### src/rtl/regfile_wb_arbiter_if.sv
// Writeback bus bundle between the core, the ML coprocessor and the regfile.
// The arbiter owns the slave side; the driver of requests owns the master side.
interface regfile_wb_arbiter_if;
    logic        core_wb_valid;
    logic        core_wb_ready;
    logic [4:0]  core_wb_addr;
    logic [31:0] core_wb_data;

    logic        cop_wb_valid;
    logic        cop_wb_ready;
    logic [4:0]  cop_wb_addr;
    logic [31:0] cop_wb_data;

    logic        cop_issue_valid;
    logic [4:0]  cop_issue_addr;

    logic [4:0]  rs1_addr;
    logic [4:0]  rs2_addr;
    logic        stall;

    logic        rf_w_enable;
    logic [4:0]  rf_rd_addr;
    logic [31:0] rf_rd_data;
    logic [31:0] busy_mask;

    modport master (
        output core_wb_valid, core_wb_addr, core_wb_data,
        input  core_wb_ready,
        output cop_wb_valid, cop_wb_addr, cop_wb_data,
        input  cop_wb_ready,
        output cop_issue_valid, cop_issue_addr,
        output rs1_addr, rs2_addr,
        input  stall,
        input  rf_w_enable, rf_rd_addr, rf_rd_data, busy_mask
    );

    modport slave (
        input  core_wb_valid, core_wb_addr, core_wb_data,
        output core_wb_ready,
        input  cop_wb_valid, cop_wb_addr, cop_wb_data,
        output cop_wb_ready,
        input  cop_issue_valid, cop_issue_addr,
        input  rs1_addr, rs2_addr,
        output stall,
        output rf_w_enable, rf_rd_addr, rf_rd_data, busy_mask
    );
endinterface

### src/rtl/regfile_wb_arbiter.sv
// Single-port regfile writeback arbiter: core-first with bounded coprocessor
// starvation, one-cycle write stage and a pending-write scoreboard for decode.
module regfile_wb_arbiter #(
    parameter int STARVE_LIMIT = 3
) (
    input logic                 clk,
    input logic                 rst,
    regfile_wb_arbiter_if.slave bus
);
    localparam int CW = (STARVE_LIMIT < 1) ? 1 : $clog2(STARVE_LIMIT + 1);
    localparam logic [CW-1:0] LIM = CW'(STARVE_LIMIT);

    logic [CW-1:0] starve_q, starve_d;
    logic          wen_q, wen_d;
    logic [4:0]    waddr_q, waddr_d;
    logic [31:0]   wdata_q, wdata_d;
    logic [31:0]   busy_q, busy_d;

    logic at_lim;
    logic core_rdy;
    logic cop_rdy;
    logic core_xfer;
    logic cop_xfer;
    logic [4:0]  xaddr;
    logic [31:0] xdata;

    always_comb begin
        at_lim    = (starve_q == LIM);
        core_rdy  = !rst && !(bus.cop_wb_valid && at_lim);
        cop_rdy   = !rst && (!bus.core_wb_valid || at_lim);
        core_xfer = bus.core_wb_valid && core_rdy;
        cop_xfer  = bus.cop_wb_valid && cop_rdy && !core_xfer;
        xaddr     = cop_xfer ? bus.cop_wb_addr : bus.core_wb_addr;
        xdata     = cop_xfer ? bus.cop_wb_data : bus.core_wb_data;
    end

    always_comb begin
        starve_d = starve_q;
        if (cop_xfer || !bus.cop_wb_valid) begin
            starve_d = '0;
        end else if (core_xfer && !at_lim) begin
            starve_d = starve_q + 1'b1;
        end
    end

    // addr/data follow every transfer; x0 only suppresses the enable
    always_comb begin
        wen_d   = 1'b0;
        waddr_d = waddr_q;
        wdata_d = wdata_q;
        if (core_xfer || cop_xfer) begin
            wen_d   = (xaddr != 5'd0);
            waddr_d = xaddr;
            wdata_d = xdata;
        end
    end

    // clear first so a same-edge issue to that register keeps it pending
    always_comb begin
        busy_d = busy_q;
        if (cop_xfer) begin
            busy_d[bus.cop_wb_addr] = 1'b0;
        end
        if (bus.cop_issue_valid && bus.cop_issue_addr != 5'd0) begin
            busy_d[bus.cop_issue_addr] = 1'b1;
        end
        busy_d[0] = 1'b0;
    end

    always_ff @(posedge clk) begin
        if (rst) begin
            starve_q <= '0;
            wen_q    <= 1'b0;
            waddr_q  <= 5'd0;
            wdata_q  <= 32'd0;
            busy_q   <= 32'd0;
        end else begin
            starve_q <= starve_d;
            wen_q    <= wen_d;
            waddr_q  <= waddr_d;
            wdata_q  <= wdata_d;
            busy_q   <= busy_d;
        end
    end

    always_comb begin
        bus.core_wb_ready = core_rdy;
        bus.cop_wb_ready  = cop_rdy;
        bus.rf_w_enable   = wen_q;
        bus.rf_rd_addr    = waddr_q;
        bus.rf_rd_data    = wdata_q;
        bus.busy_mask     = busy_q;
        bus.stall = (bus.rs1_addr != 5'd0 && busy_q[bus.rs1_addr]) ||
                    (bus.rs2_addr != 5'd0 && busy_q[bus.rs2_addr]);
    end
endmodule

### src/flat_wrapper.sv
// flat-port wrapper written by rule: the top's interface ports become plain ports
module regfile_wb_arbiter_flat 
#(
    parameter int STARVE_LIMIT = 3
)
  (clk, rst, bus_core_wb_valid, bus_core_wb_addr, bus_core_wb_data, bus_core_wb_ready, bus_cop_wb_valid, bus_cop_wb_addr, bus_cop_wb_data, bus_cop_wb_ready, bus_cop_issue_valid, bus_cop_issue_addr, bus_rs1_addr, bus_rs2_addr, bus_stall, bus_rf_w_enable, bus_rf_rd_addr, bus_rf_rd_data, bus_busy_mask);
  regfile_wb_arbiter_if bus_i ();
  input logic clk;
  input logic rst;
  input wire logic [$bits(bus_i.core_wb_valid)-1:0] bus_core_wb_valid;
  input wire logic [$bits(bus_i.core_wb_addr)-1:0] bus_core_wb_addr;
  input wire logic [$bits(bus_i.core_wb_data)-1:0] bus_core_wb_data;
  output wire logic [$bits(bus_i.core_wb_ready)-1:0] bus_core_wb_ready;
  input wire logic [$bits(bus_i.cop_wb_valid)-1:0] bus_cop_wb_valid;
  input wire logic [$bits(bus_i.cop_wb_addr)-1:0] bus_cop_wb_addr;
  input wire logic [$bits(bus_i.cop_wb_data)-1:0] bus_cop_wb_data;
  output wire logic [$bits(bus_i.cop_wb_ready)-1:0] bus_cop_wb_ready;
  input wire logic [$bits(bus_i.cop_issue_valid)-1:0] bus_cop_issue_valid;
  input wire logic [$bits(bus_i.cop_issue_addr)-1:0] bus_cop_issue_addr;
  input wire logic [$bits(bus_i.rs1_addr)-1:0] bus_rs1_addr;
  input wire logic [$bits(bus_i.rs2_addr)-1:0] bus_rs2_addr;
  output wire logic [$bits(bus_i.stall)-1:0] bus_stall;
  output wire logic [$bits(bus_i.rf_w_enable)-1:0] bus_rf_w_enable;
  output wire logic [$bits(bus_i.rf_rd_addr)-1:0] bus_rf_rd_addr;
  output wire logic [$bits(bus_i.rf_rd_data)-1:0] bus_rf_rd_data;
  output wire logic [$bits(bus_i.busy_mask)-1:0] bus_busy_mask;
  assign bus_i.core_wb_valid = bus_core_wb_valid;
  assign bus_i.core_wb_addr = bus_core_wb_addr;
  assign bus_i.core_wb_data = bus_core_wb_data;
  assign bus_core_wb_ready = bus_i.core_wb_ready;
  assign bus_i.cop_wb_valid = bus_cop_wb_valid;
  assign bus_i.cop_wb_addr = bus_cop_wb_addr;
  assign bus_i.cop_wb_data = bus_cop_wb_data;
  assign bus_cop_wb_ready = bus_i.cop_wb_ready;
  assign bus_i.cop_issue_valid = bus_cop_issue_valid;
  assign bus_i.cop_issue_addr = bus_cop_issue_addr;
  assign bus_i.rs1_addr = bus_rs1_addr;
  assign bus_i.rs2_addr = bus_rs2_addr;
  assign bus_stall = bus_i.stall;
  assign bus_rf_w_enable = bus_i.rf_w_enable;
  assign bus_rf_rd_addr = bus_i.rf_rd_addr;
  assign bus_rf_rd_data = bus_i.rf_rd_data;
  assign bus_busy_mask = bus_i.busy_mask;
  regfile_wb_arbiter #(.STARVE_LIMIT(STARVE_LIMIT)) u_core (.clk(clk), .rst(rst), .bus(bus_i));
endmodule
### config.mk
export PLATFORM = sky130hd
export DESIGN_NAME = regfile_wb_arbiter_flat
export DESIGN_NICKNAME = d
export VERILOG_FILES = /design/src/rtl/regfile_wb_arbiter_if.sv /design/src/rtl/regfile_wb_arbiter.sv /design/src/flat_wrapper.sv
export SDC_FILE = /design/constraint.sdc
export NUM_CORES = 1
export LEC_CHECK = 0
export ABC_AREA = 1
export CORE_MARGIN = 5
export CORE_UTILIZATION = 25
export CTS_CLUSTER_SIZE = 40
export DETAILED_ROUTE_END_ITERATION = 8
export GPL_ROUTABILITY_DRIVEN = 0
export GPL_TIMING_DRIVEN = 0
export SYNTH_ARGS = -nofsm -noshare
export SYNTH_HDL_FRONTEND = slang
export SYNTH_SLANG_ARGS = --single-unit
### constraint.sdc
create_clock -name clk -period 3.9 [get_ports clk]
set_input_delay 0.39 -clock clk [delete_from_list [all_inputs] [get_ports clk]]
set_output_delay 0.39 -clock clk [all_outputs]
set_load 0.01 [all_outputs]
==> out/summary.md, run 1 <==
The flow ran to the end, and the final reports show no timing, DRC or antenna violations. Post-CTS repair changed the size of 0 cells. Cell internal power was estimated by the tool at 1.56 mW. The number of global-route vias before repair is 4,430. The clock tree root buffer cell is sky130_fd_sc_hd__clkbuf_16. At the later pin of the worst-skew pair, clock insertion delay measures 0.33 ns. The number of nets in the synthesized netlist is 724. Setup repair after global routing left no endpoint under its margin. The cell count after synthesis came out at 629. The kind of end point of the critical path was an output port.

Across the VDD grid, the largest voltage drop is 0.000220 V. The tool flagged a number of max-cap violations equal to 0. For this design the ratio of total power to cell area is 341 mW/mm². The tools report the number of iterations in the first detailed-routing pass as 5. The clock passes through at most 2 buffers. The final cell area excluding filler cells was 0.00613 mm²; the share of total power in combinational logic was 19.4%. Data on the critical path is required at its endpoint by 3.51 ns. The first routing iteration left 176 violations. The number of levels in the clock H-tree was 3; the setup total negative slack was 0 ns. The slowest cell on the critical path was sky130_fd_sc_hd__clkdlybuf4s50_1. The biggest area consumer among synthesized cells was sky130_fd_sc_hd__dfxtp_1.

For this run, global-route usage on met1 was measured as 19.2%. Entering global routing, the biggest net connects 12 pins. For the pin with the worst max-slew slack, the measured transition is 1.15 ns. The category of the most critical setup path is primary input to output port.

Share of the cycle needed by the critical path after routing: 74.8%. The synthesized design devotes to its leading area cell type 36.2% of total area. In the synthesized netlist the dominant register cell turns out to be sky130_fd_sc_hd__dfxtp_1. Register bit count reported by yosys: 71. Summed over all layers, the global routing overflow is 0. The maximum fanout count along the critical path came out at 10.

The switching power share of the total is 25.3%, and the maximum clock rate is 343 MHz. For the total clock buffers created by CTS, the log shows 9. The antenna diode count is 0, and the area growth from synthesis to final layout is 56.3%.

The floorplan step defined a die boundary enclosing 0.0183 mm². The tightest min-delay check is of the flip-flop to flip-flop type. For this run, asynchronously set or reset flops after synthesis account for 0%.

The share of the Yosys chip area taken by registers is 36.2%. The average routed wire per standard cell came out at 14.8 µm. Global routing used 6.95% of the available met3 tracks.

The via density per instance was 4.51. The synthesized area per cell was 6.24 µm²; the detailed-route via count was 4,592. The max-slew headroom at the worst pin is 22.5%. TritonCTS built the clock tree.

Summed over all nets, the switching power comes to 0.529 mW. Most utilized layer in the global route result: met2. The clock arrives with 0.00333 ns of skew. The synthesized design contains 0 enable-type register cells. The reported leakage power is 2.72 nW. The clock network is responsible for 43.2% of the overall power. After detailed placement, the total cell area comes to 0.00581 mm². In this run, flip-flops and latches consume 37.4% of the power. The count of cell types in the netlist is 25, and the time the worst path needs with I/O delays and setup is 2.92 ns. The width of the die was 135 µm.

The number of warnings printed during yosys synthesis is 0, and the number of nets in the finished design is 897. For this block, the routed nets add up to 15,100 µm of wire. The run gives 12,000 µm as the detailed placement HPWL. The run gives 16.1% as the total global routing track utilization.

The first global-routing pass estimated 23,500 µm of wire. Library cell with the highest instance count after synthesis: sky130_fd_sc_hd__nand2_1. The tools report the total DRC errors in the routed layout as 0. The core footprint is 0.0153 mm².

By count the netlist is led by sky130_fd_sc_hd__nand2_1 (205), sky130_fd_sc_hd__inv_1 (91), sky130_fd_sc_hd__nand3_1 (76). The number of placed instances, taps included is 1,002. Walking the worst path, the cells encountered are clkdlybuf4s50_1 -> clkbuf_1 -> clkbuf_1 -> nor2_1 -> clkdlybuf4s50_1. The tools report the number of hold violations in the final report as 0. The worst setup path is launched from a primary input. The number of hold buffers added after CTS was 0.

Clock-pin slew was measured on the worst setup and hold paths at 0.06 ns. The count of buffers added on input and output ports is 162. For the initial core utilization, the log shows 25.6%.

The worst path arrival time was 2.53 ns. The height of the chip works out to 135 µm. The remaining antenna violation count after routing is 0, and the global-route met2 utilization is 26.6%. For the number of ports placed on the die boundary, the log shows 167. The utilization after layout is 40.1%, and the initial antenna violation count is 0.

The floorplan has 45 rows. The CTS sink count was 71; the total setup violations reported at the end of the flow was 0. By area the synthesized netlist is led by sky130_fd_sc_hd__dfxtp_1 (36%), sky130_fd_sc_hd__nand2_1 (20%), sky130_fd_sc_hd__nand3_1 (9.7%).

After clock tree synthesis, the setup repair step added 0 buffers. The post-route non-filler standard cell count was 1,018; the share of layout cells above drive strength 1 was 5.08%. The synthesized netlist occupies a cell area of 0.00392 mm². The max-slew violation count was 0; the biggest cell delay along the critical path was 0.56 ns.
==> state kept, by name (all words and copies together), names as in the netlist <==
signal / count
u_core.bus.busy_mask: 31
u_core.starve_q: 2
u_core.bus.rf_rd_addr: 5
u_core.bus.rf_rd_data: 32
u_core.bus.rf_w_enable: 1
==> kinds of logic after synthesis <==
logic type / count (synthesis) / share of synthesized area (%)
buf+inv: 125 / 13.2
flops: 71 / 36.2
other cells: 1 / 0.0956
simple gates: 322 / 34.1
fa+ha+maj: 1 / 0.319
compound gates: 109 / 16.1
==> critical path, delay by kind of cell <==
kind          cells  cell delay [ns]
buf+inv           4             2.03
simple gates      1             0.10
==> worst paths after layout <==
path,start,end,slack (ns),cells after the start
setup / recovery,rst,bus_cop_wb_ready,0.98,5
hold / removal,u_core.starve_q[0],u_core.starve_q[0],0.42,1
setup reg to reg,u_core.starve_q[0],u_core.bus.busy_mask[2],2.20,7
hold reg to reg,u_core.starve_q[0],u_core.starve_q[0],0.42,1
==> stage by stage <==
step / power [mW] / hold slack, ns / worst slack, ns
finish: 2.09 / 0.416 / 0.983
CTS: 2.11 / 0.424 / 0.908
floorplan: 0.974 / 0.397 / 2.24
global route: 2.18 / 0.448 / 0.854
detailed placement: 1.20 / 0.415 / 0.912
global placement: 1.20 / 0.414 / 0.981
==> placed cells by master (no fill, tap or decap), drive strengths merged <==
cell / netlist / routed
inv: 94 / 94
a21oi: 33 / 33
nor3: 12 / 12
a31oi: 1 / 1
clkdlybuf4s50: 0 / 162
clkbuf: 12 / 25
nand2: 205 / 205
dfxtp: 71 / 71
o21ai: 43 / 43
nand4: 1 / 1
ha: 1 / 1
conb: 1 / 1
nor2: 27 / 27
clkinv: 0 / 1
nand3: 77 / 77
o211ai: 32 / 32
bufinv: 0 / 2
buf: 19 / 19
==> power by group through the flow <==
stage / clock (mW) / combinational (mW) / sequential [mW]
finish: 0.905 / 0.406 / 0.783
global route: 0.950 / 0.447 / 0.786
CTS: 0.920 / 0.409 / 0.783
detailed placement: 0 / 0.407 / 0.797
global placement: 0 / 0.407 / 0.798
floorplan: 0 / 0.163 / 0.811
==> final cells by class <==
class                   instances  area, µm²
plain buffers                  31        165
clock inverters                 3       65.1
multi-input cells             433       1980
well taps                     211        264
inverters                      94        353
fillers                      1655       9180
flip-flops and latches         71       1420
repair buffers                162       1620
clock buffers                  13        260
==> routing by layer <==
layer / routed length (µm) / share of wire, % / up-vias
met5: 0 / 0 / -
met4: 207 / 1.4 / 0
met3: 1860 / 12 / 17
met2: 6660 / 44 / 200
met1: 6370 / 42 / 2011
li1: - / - / 2364
Power figures use the tool's default switching activity.
==> run 2, diff against run 1 <==
- clock period: 3.9 -> 3.02 ns (I/O delays scaled with it)
==> results of run 2 <==
The final DEF is identical to that of run 1. Status: completed.
Main changes from that run: setup slack after placement 0.912 ns -> 0.208 ns; setup slack after layout 0.983 ns -> 0.279 ns; register-to-register setup slack 2.20 ns -> 1.32 ns; total power 2.09 mW -> 2.70 mW; worst IR drop on VDD 0.000220 V -> 0.000284 V
==> RTL change 1, RTL diff (settings of run 1) <==
`STARVE_LIMIT` is set to 3 in 2 places; all go to 2.
--- a/src/rtl/regfile_wb_arbiter.sv
+++ b/src/rtl/regfile_wb_arbiter.sv
@@ -1,7 +1,7 @@
 // Single-port regfile writeback arbiter: core-first with bounded coprocessor
 // starvation, one-cycle write stage and a pending-write scoreboard for decode.
 module regfile_wb_arbiter #(
-    parameter int STARVE_LIMIT = 3
+    parameter int STARVE_LIMIT = 2
 ) (
     input logic                 clk,
     input logic                 rst,
--- a/src/flat_wrapper.sv
+++ b/src/flat_wrapper.sv
@@ -1,7 +1,7 @@
 // flat-port wrapper written by rule: the top's interface ports become plain ports
 module regfile_wb_arbiter_flat 
 #(
-    parameter int STARVE_LIMIT = 3
+    parameter int STARVE_LIMIT = 2
 )
   (clk, rst, bus_core_wb_valid, bus_core_wb_addr, bus_core_wb_data, bus_core_wb_ready, bus_cop_wb_valid, bus_cop_wb_addr, bus_cop_wb_data, bus_cop_wb_ready, bus_cop_issue_valid, bus_cop_issue_addr, bus_rs1_addr, bus_rs2_addr, bus_stall, bus_rf_w_enable, bus_rf_rd_addr, bus_rf_rd_data, bus_busy_mask);
   regfile_wb_arbiter_if bus_i ();
Function: changed (Yosys sat finds a counterexample within 4 cycles, from zero or initial values and one cycle with rst high).
==> RTL change 1 against run 1 <==
- synthesized area rose by 3.5%
- hold slack got worse by 6.3 ps
- sequential cell count did not move
- power fell by 2.5%
- design area rose by 1.9%
- wire length rose by 1.9%
- setup slack improved by 76 ps
- sequential share of layout area fell by 0.43 points
- sequential power barely moved
- via count rose by 4.3%
- critical path type unchanged
==> RTL change 1: results (changes against run 1) <==
stage,metric,value,unit,change
yosys,yosys.area_share.adder,0.308,%,was 0.319%
routing,drt-initial-drc-count,168,,was 176
yosys,synth_area_per_cell,6.17,um^2,was 6.24 um^2
yosys,synth-seq-area-share,35.0,%,was 36.2%
layout,layout-drive-gt1-share,4.67,%,was 5.08%
layout,seq_share,22.7,%,was 23.2%
global_routing,grt_pass1_vias,4561,,was 4430
layout,buffers,195,,was 193
yosys,synthTopCellsByArea,"dfxtp_1 (35%), nand2_1 (21%), inv_1 (9.8%), o21ai_0 (6.5%), a21oi_1 (5.7%)",,"was dfxtp_1 (36%), nand2_1 (20%), nand3_1 (9.7%), inv_1 (8.7%), o211ai_1 (6.1%)"
power_and_ir_drop,seq_power_share,38.3,%,was 37.4%
yosys,synthCells,658,,was 629
power_and_ir_drop,swShare,27.8,%,was 25.3%
routing,dr_wl_met3,1690,um,was 1860 um
power_and_ir_drop,p_comb_share,20.2,%,was 19.4%
yosys,synth_compound_area_share,20.8,%,was 16.1%
power_and_ir_drop,total_power,0.00204,W,was 0.00209 W
routing,first_pass_iters,5,,unchanged
layout,largest_register_ffs,32,,unchanged
global_routing,grt_pass1_wl,24200,um,was 23500 um
timing,worst_pin_slew,1110,ps,was 1150 ps
layout,final-nonclk-buf-share,28.2,%,was 29.1%
power_and_ir_drop,max-vdd-ir-drop,0.167,mV,was 0.220 mV
yosys,synthTopCellsByCount,"nand2_1 (227), inv_1 (106), dfxtp_1 (71)",,"was nand2_1 (205), inv_1 (91), nand3_1 (76)"
placed_design,placed_area,0.00594,mm^2,was 0.00581 mm^2
status,run_status,completed,,unchanged
global_routing,grt_max_degree,15,,was 12
layout,multi_input_gates,444,,was 433
placed_design,dp_hpwl,12100,um,was 12000 um
layout,layout.nets,925,,was 897
placed_design,pre_cts_ws,997,ps,was 912 ps
routing,wl_met1,6500,um,was 6370 um
routing,wl_per_cell,14.6,um,was 14.8 um
power_and_ir_drop,p_leak,2.75,nW,was 2.72 nW
global_routing,grt_usage,16.4,%,was 16.1%
cts,clk_latency,340,ps,
global_routing,grt_use_met3,5.99,%,was 6.95%
global_routing,use_met2,26.1,%,was 26.6%
critical_path,crit_arrival,2450,ps,was 2530 ps
layout,multi_input_area,0.00208,mm^2,was 0.00198 mm^2
yosys,syn-num-nets,753,,was 724
layout,stdcell_count,1051,,was 1018
placed_design,dp.cells,1035,,was 1002
yosys,synth_flop_cell,dfxtp_1,,unchanged
layout,clk_share,4.90,%,was 5.30%
timing,skew,6.90,ps,was 3.33 ps
routing,viasPerCell,4.56,,was 4.51
placed_design,io_buffers,161,,was 162
layout,fill_cells,1751,,was 1655
global_routing,use_met1,20.3,%,was 19.2%
routing,wl_met2,6820,um,was 6660 um
[RTL change 1: path summary, 6_finish.rpt]
| kind | slack [ps] | depth (start not counted) | start | endpoint |
|---|---|---|---|---|
| min | 410 | 1 | u_core.starve_q[0]$_SDFFE_PP0P_ | u_core.starve_q[0]$_SDFFE_PP0P_ |
| max reg2reg | 2060 | 9 | u_core.starve_q[0]$_SDFFE_PP0P_ | u_core.bus.rf_w_enable$_SDFF_PP0_ |
| max | 1060 | 5 | rst | bus_cop_wb_ready |
| min reg2reg | 410 | 1 | u_core.starve_q[0]$_SDFFE_PP0P_ | u_core.starve_q[0]$_SDFFE_PP0P_ |
[RTL change 1: critical path, stage by stage]
cell	delay (ps)
clkdlybuf4s50_1	590
clkbuf_1	420
buf_1	430
nor2_1	90
clkdlybuf4s50_1	520
==> RTL change 2, RTL diff (flow settings as in run 1) <==
Without the edit above. Make the reset (`rst`) asynchronous in one clocked block.
--- a/src/rtl/regfile_wb_arbiter.sv
+++ b/src/rtl/regfile_wb_arbiter.sv
@@ -67,7 +67,7 @@
         busy_d[0] = 1'b0;
     end
 
-    always_ff @(posedge clk) begin
+    always_ff @(posedge clk or posedge rst) begin
         if (rst) begin
             starve_q <= '0;
             wen_q    <= 1'b0;
Function: differs if rst is asserted again (counterexample within 4 cycles, from zero or initial values and one cycle with rst high); with rst held inactive, the same outputs for 4 cycles.
==> RTL change 2 against run 1 <==
- setup slack improved by 300 ps
- sequential cell count did not move
- power rose by 20%
- synthesized area rose by 2.4%
- design area rose by 1.4%
- clock skew rose by 1.9 ps
- utilization fell by 0.77 points
- wire length rose by 2.2%
- critical path type unchanged
- critical endpoint is now bus_stall
- highest routed layer unchanged
==> RTL change 2: results (changes against run 1) <==
stage,metric,value,unit,change
yosys,async_flop_share,100,%,was 0%
yosys,yosys.area_share.adder,0.311,%,was 0.319%
yosys,synth_xor_xnor_area_share,0.218,%,was 0%
global_routing,grt_pass1_wl,23600,um,was 23500 um
placed_design,dp_hpwl,12000,um,about the same
timing,skew,5.27,ps,was 3.33 ps
critical_path,cp_slowest_cell,clkdlybuf4s50_1,,unchanged
yosys,synth_compound_area_share,16.2,%,was 16.1%
routing,wl,15400,um,was 15100 um
cts,clk_latency,330,ps,about the same
timing,setup_viol,0,,unchanged
cts,post-cts-setup-buffers,0,,unchanged
yosys,synth-seq-area-share,44.2,%,was 36.2%
global_routing,antenna_found_initial,0,,unchanged
cts,htreeDepth,3,,unchanged
yosys,yosysWarnings,0,,unchanged
layout,layout-drive-gt1-share,6.16,%,was 5.08%
cts,clkTransAtPathRegs,50,ps,
cts,root_buffer,clkbuf_16,,unchanged
placed_design,io_buffers,162,,unchanged
cts,cts_buffers,9,,unchanged
power_and_ir_drop,swShare,31.2,%,was 25.3%
layout,layout.nets,837,,was 897
yosys,syn-num-nets,663,,was 724
routing,first_pass_iters,7,,was 5
critical_path,crit_arrival,2230,ps,was 2530 ps
critical_path,cp_slowest_stage_delay,530,ps,was 560 ps
min_path,worstHoldPathType,in -> async,,was reg -> reg
global_routing,grt_pass1_vias,4497,,was 4430
yosys,synthMuxAreaShare,0,%,unchanged
cts,cts_buffer_depth,2,,unchanged
cts,cts_repair_resize_count,0,,unchanged
yosys,synth_cell_type_count,23,,was 25
layout,fill_cells,1673,,was 1655
layout,largest_register_ffs,32,,unchanged
critical_path,cp_max_fo,10,,unchanged
routing,viasPerCell,4.63,,was 4.51
layout,diodes,0,,unchanged
global_routing,grt_max_degree,57,,was 12
yosys,synthTopCellsByCount,"nand2_1 (164), dfrtp_1 (71), a21oi_1 (66)",,"was nand2_1 (205), inv_1 (91), nand3_1 (76)"
status,run_status,completed,,unchanged
yosys,synthTopCellsByArea,"dfrtp_1 (44%), nand2_1 (15%), a21oi_1 (8.2%), nand3_1 (6.1%), o21ai_0 (5.6%)",,"was dfxtp_1 (36%), nand2_1 (20%), nand3_1 (9.7%), inv_1 (8.7%), o211ai_1 (6.1%)"
critical_path,cpLargestDelayFamily,buffers and inverters,,unchanged
power_and_ir_drop,p_leak,2.73,nW,was 2.72 nW
global_routing,grt_usage,16.5,%,was 16.1%
power_and_ir_drop,max-vdd-ir-drop,0.175,mV,was 0.220 mV
routing,drt-initial-drc-count,182,,was 176
## RTL change 2: cell count changes after synthesis, sizes merged, moves of 2 or more
cell / delta
a21oi: +33
a31oi: +2
buf: +6
clkbuf: -11
dfrtp: +71
dfxtp: -71
inv: -34
nand2: -41
nand3: -27
nor2: +30
nor3: -3
o211ai: -32
o21ai: +5
o22ai: +9
## RTL change 2: cells by family after synthesis
| family | count (synthesis) |
|---|---|
| and+or+nand+nor | 282 |
| AOI/OAI and AO/OA | 126 |
| buffers and inverters | 86 |
| DFF | 71 |
| xor gates and xnor gates | 1 |
| adders and majority gates | 1 |
| other | 1 |
## RTL change 2: path summary, 6_finish.rpt
check | depth (start not counted) | startpoint | to | slack, ps
max reg2reg | 8 | u_core.starve_q[0]$_DFFE_PP0P_ | u_core.bus.busy_mask[22]$_DFF_PP0_ | 2120
min in group clk | 2 | u_core.bus.rf_rd_addr[3]$_DFFE_PP0P_ | u_core.bus.rf_rd_addr[3]$_DFFE_PP0P_ | 490
max | 13 | bus_rs1_addr[1] | bus_stall | 1280
min | 2 | rst | u_core.bus.rf_rd_data[28]$_DFFE_PP0P_ | 470
min reg2reg | 2 | u_core.bus.rf_rd_addr[3]$_DFFE_PP0P_ | u_core.bus.rf_rd_addr[3]$_DFFE_PP0P_ | 490
max in group asynchronous | 3 | rst | u_core.bus.rf_rd_data[13]$_DFFE_PP0P_ | 2850
## RTL change 2: layout make-up
class / count / share of cell area [%]
plain buffers: 26 / 3.08
flip-flops and latches: 71 / 28.6
clock inverters: 3 / 0.282
repair buffers: 163 / 26.5
multi-input cells: 411 / 29.4
clock buffers: 13 / 4.19
inverters: 60 / 3.66
well taps: 216 / 4.35
## RTL change 2: through the flow
stage	area, um^2	setup WS (ps)	instances	hold WS (ps)
after global placement	5910	417	946	474
after detailed placement	5940	1270	947	471
final	6220	1280	963	473
after global routing	6220	1150	963	498
after CTS	6220	1260	963	466
after floorplan	4020	1830	568	516
## RTL change 2: per-layer routing
layer / global-route usage [%] / vias to the layer above / part of all wire (%)
li1: - / 2185 / -
met1: 19.4 / 2066 / 40
met2: 27.0 / 195 / 46
met3: 7.68 / 15 / 12
met4: 4.88 / 0 / 1.3
met5: 0 / - / 0
## RTL change 2: power by group through the flow
stage / clock (W) / sequential (W) / combinational [W]
5_1_grt: 0.000828 / 0.000977 / 0.000865
2_1_floorplan: 0 / 0.000998 / 0.000285
4_1_cts: 0.000794 / 0.000959 / 0.000794
3_3_place_gp: 0 / 0.000969 / 0.000781
6_report: 0.000766 / 0.000961 / 0.000787
3_5_place_dp: 0 / 0.000970 / 0.000790
